## src/rtl/ir_cmd_encoder_pkg.sv

```systemverilog
`default_nettype none
// ============================================================================
// Module      : ir_cmd_pkg
// Description : Shared definitions for the IR command encoder. Includes the
//               command codes, the header sync bits, the packet byte counts
//               (plain and with checksum), the packet FSM state type and a
//               helper that builds the header byte.
// Revision    : 1.0 - initial release
// ============================================================================
package ir_cmd_pkg;

    localparam int CMD_W  = 3;
    localparam int ADDR_W = 3;
    localparam int ARG_W  = 8;

    typedef enum logic [CMD_W-1:0] {
        CMD_RESET    = 3'd0,
        CMD_RST_DAC  = 3'd1,
        CMD_INC_DAC  = 3'd2,
        CMD_DEV_SEL  = 3'd3,
        CMD_RST_TEST = 3'd4,
        CMD_STARTUP  = 3'd5,
        CMD_READ     = 3'd6,
        CMD_RESERVED = 3'd7
    } cmd_e;

    // Fixed leading bits of every header byte.
    localparam logic [1:0] HDR_SYNC = 2'b10;

    // Bytes per packet: header + argument, plus an optional XOR checksum byte.
    localparam int PKT_BYTES_BASE = 2;
    localparam int PKT_BYTES_CSUM = 3;

    typedef enum logic [2:0] {
        ST_IDLE  = 3'd0,
        ST_START = 3'd1,
        ST_DATA  = 3'd2,
        ST_STOP  = 3'd3,
        ST_NEXT  = 3'd4
    } state_e;

    function automatic logic [7:0] make_header(input logic [CMD_W-1:0]  cmd,
                                               input logic [ADDR_W-1:0] dev_addr);
        return {HDR_SYNC, cmd, dev_addr};
    endfunction

endpackage
`default_nettype wire

```

## src/rtl/ir_cmd_encoder_if.sv

```systemverilog
`default_nettype none
// ============================================================================
// Module      : ir_cmd_encoder_if
// Description : Command request handshake between a requester (master) and
//               the IR command encoder (slave).
//               req_valid    : request present            (master -> slave)
//               req_ready    : encoder can accept         (slave  -> master)
//               req_cmd      : 3-bit command code         (master -> slave)
//               req_dev_addr : 3-bit target device        (master -> slave)
//               req_arg      : 8-bit argument byte        (master -> slave)
// Revision    : 1.0 - initial release
// ============================================================================
interface ir_cmd_encoder_if;
    import ir_cmd_pkg::*;

    logic              req_valid;
    logic              req_ready;
    logic [CMD_W-1:0]  req_cmd;
    logic [ADDR_W-1:0] req_dev_addr;
    logic [ARG_W-1:0]  req_arg;

    modport master (
        output req_valid,
        output req_cmd,
        output req_dev_addr,
        output req_arg,
        input  req_ready
    );

    modport slave (
        input  req_valid,
        input  req_cmd,
        input  req_dev_addr,
        input  req_arg,
        output req_ready
    );

endinterface
`default_nettype wire

```

## src/rtl/ir_cmd_encoder_uart_tx_byte.sv

```systemverilog
`default_nettype none
// ============================================================================
// Module      : uart_tx_byte
// Description : 8N1 bit serialiser, LSB first, idle high. A load pulse starts
//               a new frame immediately (start bit driven from the next
//               cycle), even if the previous stop bit is in its last cycle.
//               clk / rst          : clock, synchronous active-high reset
//               load_i, byte_i     : start a frame carrying byte_i
//               tx_o               : serial output (registered)
//               bit_done_o         : current bit is in its final cycle
//               bit_pre_done_o     : current bit is in its next-to-final cycle
// Revision    : 1.0 - initial release
// ============================================================================
module uart_tx_byte #(
    parameter int CLKS_PER_BIT = 434
) (
    input  wire logic       clk,
    input  wire logic       rst,
    input  wire logic       load_i,
    input  wire logic [7:0] byte_i,
    output logic            tx_o,
    output logic            bit_done_o,
    output logic            bit_pre_done_o
);

    localparam int              c_CNT_W = $clog2(CLKS_PER_BIT);
    localparam logic [c_CNT_W-1:0] c_LAST = c_CNT_W'(CLKS_PER_BIT - 1);
    localparam logic [c_CNT_W-1:0] c_PRE  = c_CNT_W'(CLKS_PER_BIT - 2);

    logic [c_CNT_W-1:0] cnt_q;
    logic [8:0]         shift_q;   // remaining bits: data then stop, ones fill behind
    logic               tx_q;

    // The counter free-runs between frames; a load realigns it, so every bit
    // boundary of a frame is measured from the load and never drifts.
    always_ff @(posedge clk) begin
        if (rst) begin
            cnt_q   <= '0;
            shift_q <= '1;
            tx_q    <= 1'b1;
        end else if (load_i) begin
            cnt_q   <= '0;
            shift_q <= {1'b1, byte_i};
            tx_q    <= 1'b0;
        end else if (cnt_q == c_LAST) begin
            cnt_q   <= '0;
            tx_q    <= shift_q[0];
            shift_q <= {1'b1, shift_q[8:1]};
        end else begin
            cnt_q   <= cnt_q + 1'b1;
        end
    end

    assign tx_o           = tx_q;
    assign bit_done_o     = (cnt_q == c_LAST);
    assign bit_pre_done_o = (cnt_q == c_PRE);

endmodule
`default_nettype wire

```

## src/rtl/ir_cmd_encoder.sv

```systemverilog
`default_nettype none
// ============================================================================
// Module      : ir_cmd_encoder
// Description : Encodes a command request into a UART packet: header byte
//               {2'b10, cmd, dev_addr} followed by the argument byte. When
//               the macro IR_CMD_ENC_CHECKSUM_EN is defined a third byte,
//               header XOR argument, is appended.
//               clk / rst : clock, synchronous active-high reset
//               req       : request handshake (ir_cmd_encoder_if.slave)
//               tx        : UART 8N1 serial output, idle high
//               busy      : packet in progress
//               done      : one-cycle pulse after the last stop bit
// Revision    : 1.0 - initial release
// ============================================================================
module ir_cmd_encoder
    import ir_cmd_pkg::*;
#(
    parameter int CLKS_PER_BIT = 434
) (
    input  wire logic        clk,
    input  wire logic        rst,
    ir_cmd_encoder_if.slave  req,
    output logic             tx,
    output logic             busy,
    output logic             done
);

`ifdef IR_CMD_ENC_CHECKSUM_EN
    localparam int c_NUM_BYTES = PKT_BYTES_CSUM;
`else
    localparam int c_NUM_BYTES = PKT_BYTES_BASE;
`endif
    localparam logic [1:0] c_LAST_IDX = 2'(c_NUM_BYTES - 1);

    state_e     state_q, state_d;
    logic [2:0] bit_cnt_q, bit_cnt_d;
    logic [1:0] byte_idx_q, byte_idx_d;
    logic [7:0] arg_q, arg_d;
    logic       done_q, done_d;
`ifdef IR_CMD_ENC_CHECKSUM_EN
    logic [7:0] hdr_q, hdr_d;
`endif

    logic       w_ready;
    logic       w_load;
    logic [7:0] w_load_byte;
    logic       w_bit_done;
    logic       w_bit_pre_done;

    // Ready is low while rst is held and rises as soon as rst drops.
    assign w_ready = (state_q == ST_IDLE) && !rst;

    always_ff @(posedge clk) begin
        if (rst) begin
            state_q    <= ST_IDLE;
            bit_cnt_q  <= '0;
            byte_idx_q <= '0;
            arg_q      <= '0;
            done_q     <= 1'b0;
`ifdef IR_CMD_ENC_CHECKSUM_EN
            hdr_q      <= '0;
`endif
        end else begin
            state_q    <= state_d;
            bit_cnt_q  <= bit_cnt_d;
            byte_idx_q <= byte_idx_d;
            arg_q      <= arg_d;
            done_q     <= done_d;
`ifdef IR_CMD_ENC_CHECKSUM_EN
            hdr_q      <= hdr_d;
`endif
        end
    end

    always_comb begin
        state_d     = state_q;
        bit_cnt_d   = bit_cnt_q;
        byte_idx_d  = byte_idx_q;
        arg_d       = arg_q;
        done_d      = 1'b0;
        w_load      = 1'b0;
        w_load_byte = arg_q;
`ifdef IR_CMD_ENC_CHECKSUM_EN
        hdr_d       = hdr_q;
`endif
        unique case (state_q)
            ST_IDLE: begin
                if (req.req_valid && w_ready) begin
                    // The header goes straight into the serialiser; only the
                    // bytes sent later need to be held here.
                    w_load      = 1'b1;
                    w_load_byte = make_header(req.req_cmd, req.req_dev_addr);
                    arg_d       = req.req_arg;
`ifdef IR_CMD_ENC_CHECKSUM_EN
                    hdr_d       = make_header(req.req_cmd, req.req_dev_addr);
`endif
                    byte_idx_d  = 2'd0;
                    state_d     = ST_START;
                end
            end
            ST_START: begin
                if (w_bit_done) begin
                    bit_cnt_d = 3'd0;
                    state_d   = ST_DATA;
                end
            end
            ST_DATA: begin
                if (w_bit_done) begin
                    if (bit_cnt_q == 3'd7) begin
                        state_d = ST_STOP;
                    end else begin
                        bit_cnt_d = bit_cnt_q + 3'd1;
                    end
                end
            end
            ST_STOP: begin
                // NEXT occupies the final cycle of the stop bit, so deciding
                // on the next byte costs no extra tx time.
                if (w_bit_pre_done) begin
                    state_d = ST_NEXT;
                end
            end
            ST_NEXT: begin
                if (w_bit_done) begin
                    if (byte_idx_q == c_LAST_IDX) begin
                        done_d  = 1'b1;
                        state_d = ST_IDLE;
                    end else begin
                        w_load     = 1'b1;
                        byte_idx_d = byte_idx_q + 2'd1;
                        state_d    = ST_START;
`ifdef IR_CMD_ENC_CHECKSUM_EN
                        if (byte_idx_q == 2'd0) begin
                            w_load_byte = arg_q;
                        end else begin
                            w_load_byte = hdr_q ^ arg_q;
                        end
`else
                        w_load_byte = arg_q;
`endif
                    end
                end
            end
            default: begin
                state_d = ST_IDLE;
            end
        endcase
    end

    uart_tx_byte #(
        .CLKS_PER_BIT (CLKS_PER_BIT)
    ) u_uart_tx_byte (
        .clk            (clk),
        .rst            (rst),
        .load_i         (w_load),
        .byte_i         (w_load_byte),
        .tx_o           (tx),
        .bit_done_o     (w_bit_done),
        .bit_pre_done_o (w_bit_pre_done)
    );

    assign req.req_ready = w_ready;
    assign busy          = (state_q != ST_IDLE);
    assign done          = done_q;

endmodule
`default_nettype wire

```

## src/flat_wrapper.sv

```systemverilog
// flat-port wrapper written by rule: the top's interface ports become plain ports
module ir_cmd_encoder_flat import ir_cmd_pkg::*;
#(
    parameter int CLKS_PER_BIT = 434
)
  (clk, rst, tx, busy, done, req_req_valid, req_req_cmd, req_req_dev_addr, req_req_arg, req_req_ready);
  ir_cmd_encoder_if req_i ();
  input  wire logic clk;
  input  wire logic rst;
  output logic tx;
  output logic busy;
  output logic done;
  input wire logic [$bits(req_i.req_valid)-1:0] req_req_valid;
  input wire logic [$bits(req_i.req_cmd)-1:0] req_req_cmd;
  input wire logic [$bits(req_i.req_dev_addr)-1:0] req_req_dev_addr;
  input wire logic [$bits(req_i.req_arg)-1:0] req_req_arg;
  output wire logic [$bits(req_i.req_ready)-1:0] req_req_ready;
  assign req_i.req_valid = req_req_valid;
  assign req_i.req_cmd = req_req_cmd;
  assign req_i.req_dev_addr = req_req_dev_addr;
  assign req_i.req_arg = req_req_arg;
  assign req_req_ready = req_i.req_ready;
  ir_cmd_encoder #(.CLKS_PER_BIT(CLKS_PER_BIT)) u_core (.clk(clk), .rst(rst), .req(req_i), .tx(tx), .busy(busy), .done(done));
endmodule
```

## config.mk

```make
export PLATFORM = sky130hd
export DESIGN_NAME = ir_cmd_encoder_flat
export DESIGN_NICKNAME = d
export VERILOG_FILES = /design/src/rtl/ir_cmd_encoder_pkg.sv /design/src/rtl/ir_cmd_encoder_if.sv /design/src/rtl/ir_cmd_encoder_uart_tx_byte.sv /design/src/rtl/ir_cmd_encoder.sv /design/src/flat_wrapper.sv
export SDC_FILE = /design/constraint.sdc
export NUM_CORES = 1
export LEC_CHECK = 0
export BUFFER_PORTS_ARGS = -buffer_cell sky130_fd_sc_hd__clkbuf_2
export CORE_MARGIN = 2
export CORE_UTILIZATION = 51
export CTS_BUF_LIST = sky130_fd_sc_hd__clkbuf_16
export CTS_CLUSTER_DIAMETER = 120
export DETAILED_ROUTE_END_ITERATION = 16
export GPL_TIMING_DRIVEN = 0
export PLACE_DENSITY = 0.78
export REMOVE_ABC_BUFFERS = 1
export SYNTH_ARGS = -nofsm -noshare
export SYNTH_HDL_FRONTEND = slang
export SYNTH_HIERARCHICAL = 1
export SYNTH_SLANG_ARGS = --single-unit
```

## constraint.sdc

```tcl
create_clock -name clk -period 3.17 [get_ports clk]
set_input_delay 0.634 -clock clk [delete_from_list [all_inputs] [get_ports clk]]
set_output_delay 0.634 -clock clk [all_outputs]
set_load 0.01 [all_outputs]
```

==> flow_summary.ini <==
[routing]
drt_first_pass_iters = 4
post_drt_via_cell_ratio = 5.60
drt_iter0_markers = 37
wl_per_cell_um = 12.3
vias = 1529
ant_nets = 0
wl_um = 3360
drcViolationCount = 0

[job]
timing.max_cap.violations = 0

[yosys]
synth.area.top_cells = dfxtp_1, nand3_1, ha_1
ys_ff_latch = 35
ys_top_cells_by_count = dfxtp_1, nand3_1, nor3_1
syn_area_per_cell_sq_um = 8.46
ys_warn_count = 6
synth.most_common_cell = dfxtp_1
netlist_area_sq_mm = 0.00175
yosysSeqAreaShare_pct = 40.0
yosysUniqueCellTypes = 43
synth_top_cell_area_share_pct = 40.0
synth_edf_count = 0
ys_async_sr_fraction_pct = 0
synth_ff_type = dfxtp_1
synthCells = 207
synth_area_leader_cell = dfxtp_1

[timing]
post-route-period-util_pct = 89.8
grt_setup_unrepaired = false
max_slew.worst_pin.slew_ns = 0.715
report.final.slew_viol_count = 0
setup_viol = 0
timing.fmax_mhz = 351
fin_crit_ns = 2.85
finalHoldViolCount = 0
finClkSkew_ns = 0.00356
relSlewSlack_pct = 52.3

[floorplanning]
die_h_um = 62.6
ios = 21
core-area_sq_mm = 0.00331
initial_core_util_pct = 52.9
row_count = 21
die_w_um = 62.6
dieArea_sq_mm = 0.00392

[worst_setup_path]
critical-path-max-stage-delay_ns = 0.80
cp.arrival_ns = 2.21
slowest_stage = or4_1
worstPathCellList = clkbuf_2 > or4_1 > inv_6 > clkbuf_2
cp-start-kind = input pin
cpMostUsedCell = clkbuf_2
critPathMaxFanout = 40
cp.required_ns = 2.54
path_class = in -> out
cp-end-kind = output port

[clock_tree]
h-tree-depth = 2
cts_sinks = 35
clkLatencyLatePin_ns = 0.27
cts_root_buf = clkbuf_16
cts_buffers = 5
cts_buffer_depth = 2
path_clk_slew_ns = 0.05
cts_tree = done
hold_buffers = 0

[placement]
io_buffer_count = 20
globalplace.congestion = 0.744
placed_area_sq_mm = 0.00183
dp_hpwl_um = 2180

[final_layout]
fill_cells = 310
drive_gt1_share_pct = 15.9
n_antenna_cell = 0
nets = 249
utilization_pct = 61.2
areaGrowthSynthToFinish_pct = 15.6
fin_area_sq_mm = 0.00203

[global_route]
grt_pass1_vias = 1246
grt_overflow = 0
grt_pass1_wl_um = 5550
antenna_found_initial = 0
grt_start_max_net_pins = 41
gr-usage-all-layers_pct = 17.5

[run_status]
status = finished clean

[power_and_ir_drop]
ir_drop_mv = 0.406
p_per_area_mw_per_mm2 = 502
p_leak_nw = 0.778

[hold_path]
hp-class = reg -> reg
[layout make-up]
| cell class | instances | area, sq um | share of cell area, % |
|---|---|---|---|
| clock inverters | 3 | 11.3 | 0.556 |
| multi-input cells | 148 | 943 | 46.6 |
| flip-flops and latches | 35 | 701 | 34.6 |
| clock buffers | 5 | 125 | 6.18 |
| repair buffers | 26 | 145 | 7.16 |
| inverters | 10 | 42.5 | 2.10 |
| well taps | 46 | 57.6 | 2.84 |
[path summary, 6_finish.rpt]
path                                                     start                                to  slack, ns  depth (start not counted)
worst max register to register  u_core/u_uart_tx_byte/cnt_q[0]  u_core/u_uart_tx_byte/shift_q[4]       0.35                         10
worst min-delay path                      u_core/byte_idx_q[1]              u_core/byte_idx_q[1]       0.48                          2
worst min register to register            u_core/byte_idx_q[1]              u_core/byte_idx_q[1]       0.48                          2
worst max-delay path                                       rst                     req_req_ready       0.32                          4
[registers in the layout (all words and copies together) (netlist names)]
signal / count
u_core/u_uart_tx_byte/cnt_q: 9
u_core/arg_q: 8
u_core/u_uart_tx_byte/shift_q: 8
u_core/bit_cnt_q: 3
u_core/state_q: 3
u_core/byte_idx_q: 2
u_core/done: 1
u_core/u_uart_tx_byte/tx_o: 1
[critical path, delay by kind of cell]
| kind | cells | cell delay [ns] |
|---|---|---|
| simple gates | 1 | 0.80 |
| buf+inv | 3 | 0.77 |
[kinds of logic (layout without fill, tap and decap cells)]
kind of cell | Yosys count | after routing | synth area share [%]
muxes | 3 | 3 | 1.71
buffers and inverters | 24 | 44 | 6.86
adders and majority gates | 6 | 6 | 4.29
DFF | 35 | 35 | 40.0
AOI/OAI and AO/OA | 46 | 46 | 16.5
xor gates and xnor gates | 3 | 3 | 1.50
and+or+nand+nor | 90 | 90 | 29.1
[what timing repair did]
action                     CTS  global route
resized for setup            1             1
pin swaps                    0             1
buffers inserted             0             6
setup endpoints to repair    5            16
[layout by cell type, fill, tap and decap left out, types with 2 or more instances in the layout]
cell type and instances:
a211oi_1 7, buf_4 6, mux2i_1 3, or4_1 4, inv_1 10, nand4_1 3
o21ai_0 11, nand2b_1 8, clkbuf_16 5, xnor2_1 2, o21ai_1 4, nor3b_1 8
nor4b_1 3, nor2_1 6, nor3_1 15, dfxtp_1 35, nand3_1 17, or3_1 5
a21oi_1 13, nor2b_1 2, clkinv_1 2, ha_1 6, clkbuf_2 20, nand2_1 13
[power breakdown]
part / total [mW] / internal, mW / switching (mW)
Clock: 0.448 / 0.282 / 0.166
Sequential: 0.473 / 0.460 / 0.0128
Combinational: 0.0964 / 0.0415 / 0.0549
Total: 1.02 / 0.784 / 0.234
[routing by layer]
layer  global-route usage [%]  wire length [um]
met5                        0                 0
met4                     7.78                40
met3                     5.59               117
met2                     24.3              1530
met1                     24.7              1670
[through the flow]
step           TNS, ns  cells  setup WS, ns  power, mW  hold WS, ns
2_1_floorplan        0    193         0.615      0.537        0.442
3_5_place_dp   -0.0336    259       -0.0257      0.573        0.465
6_report             0    273         0.324       1.02        0.477
4_1_cts              0    267        0.0870       1.02        0.481
3_3_place_gp    -0.185    259       -0.0555      0.572        0.457
5_1_grt              0    273         0.113       1.06        0.520
No activity file was read; power rests on OpenSTA's default activity.
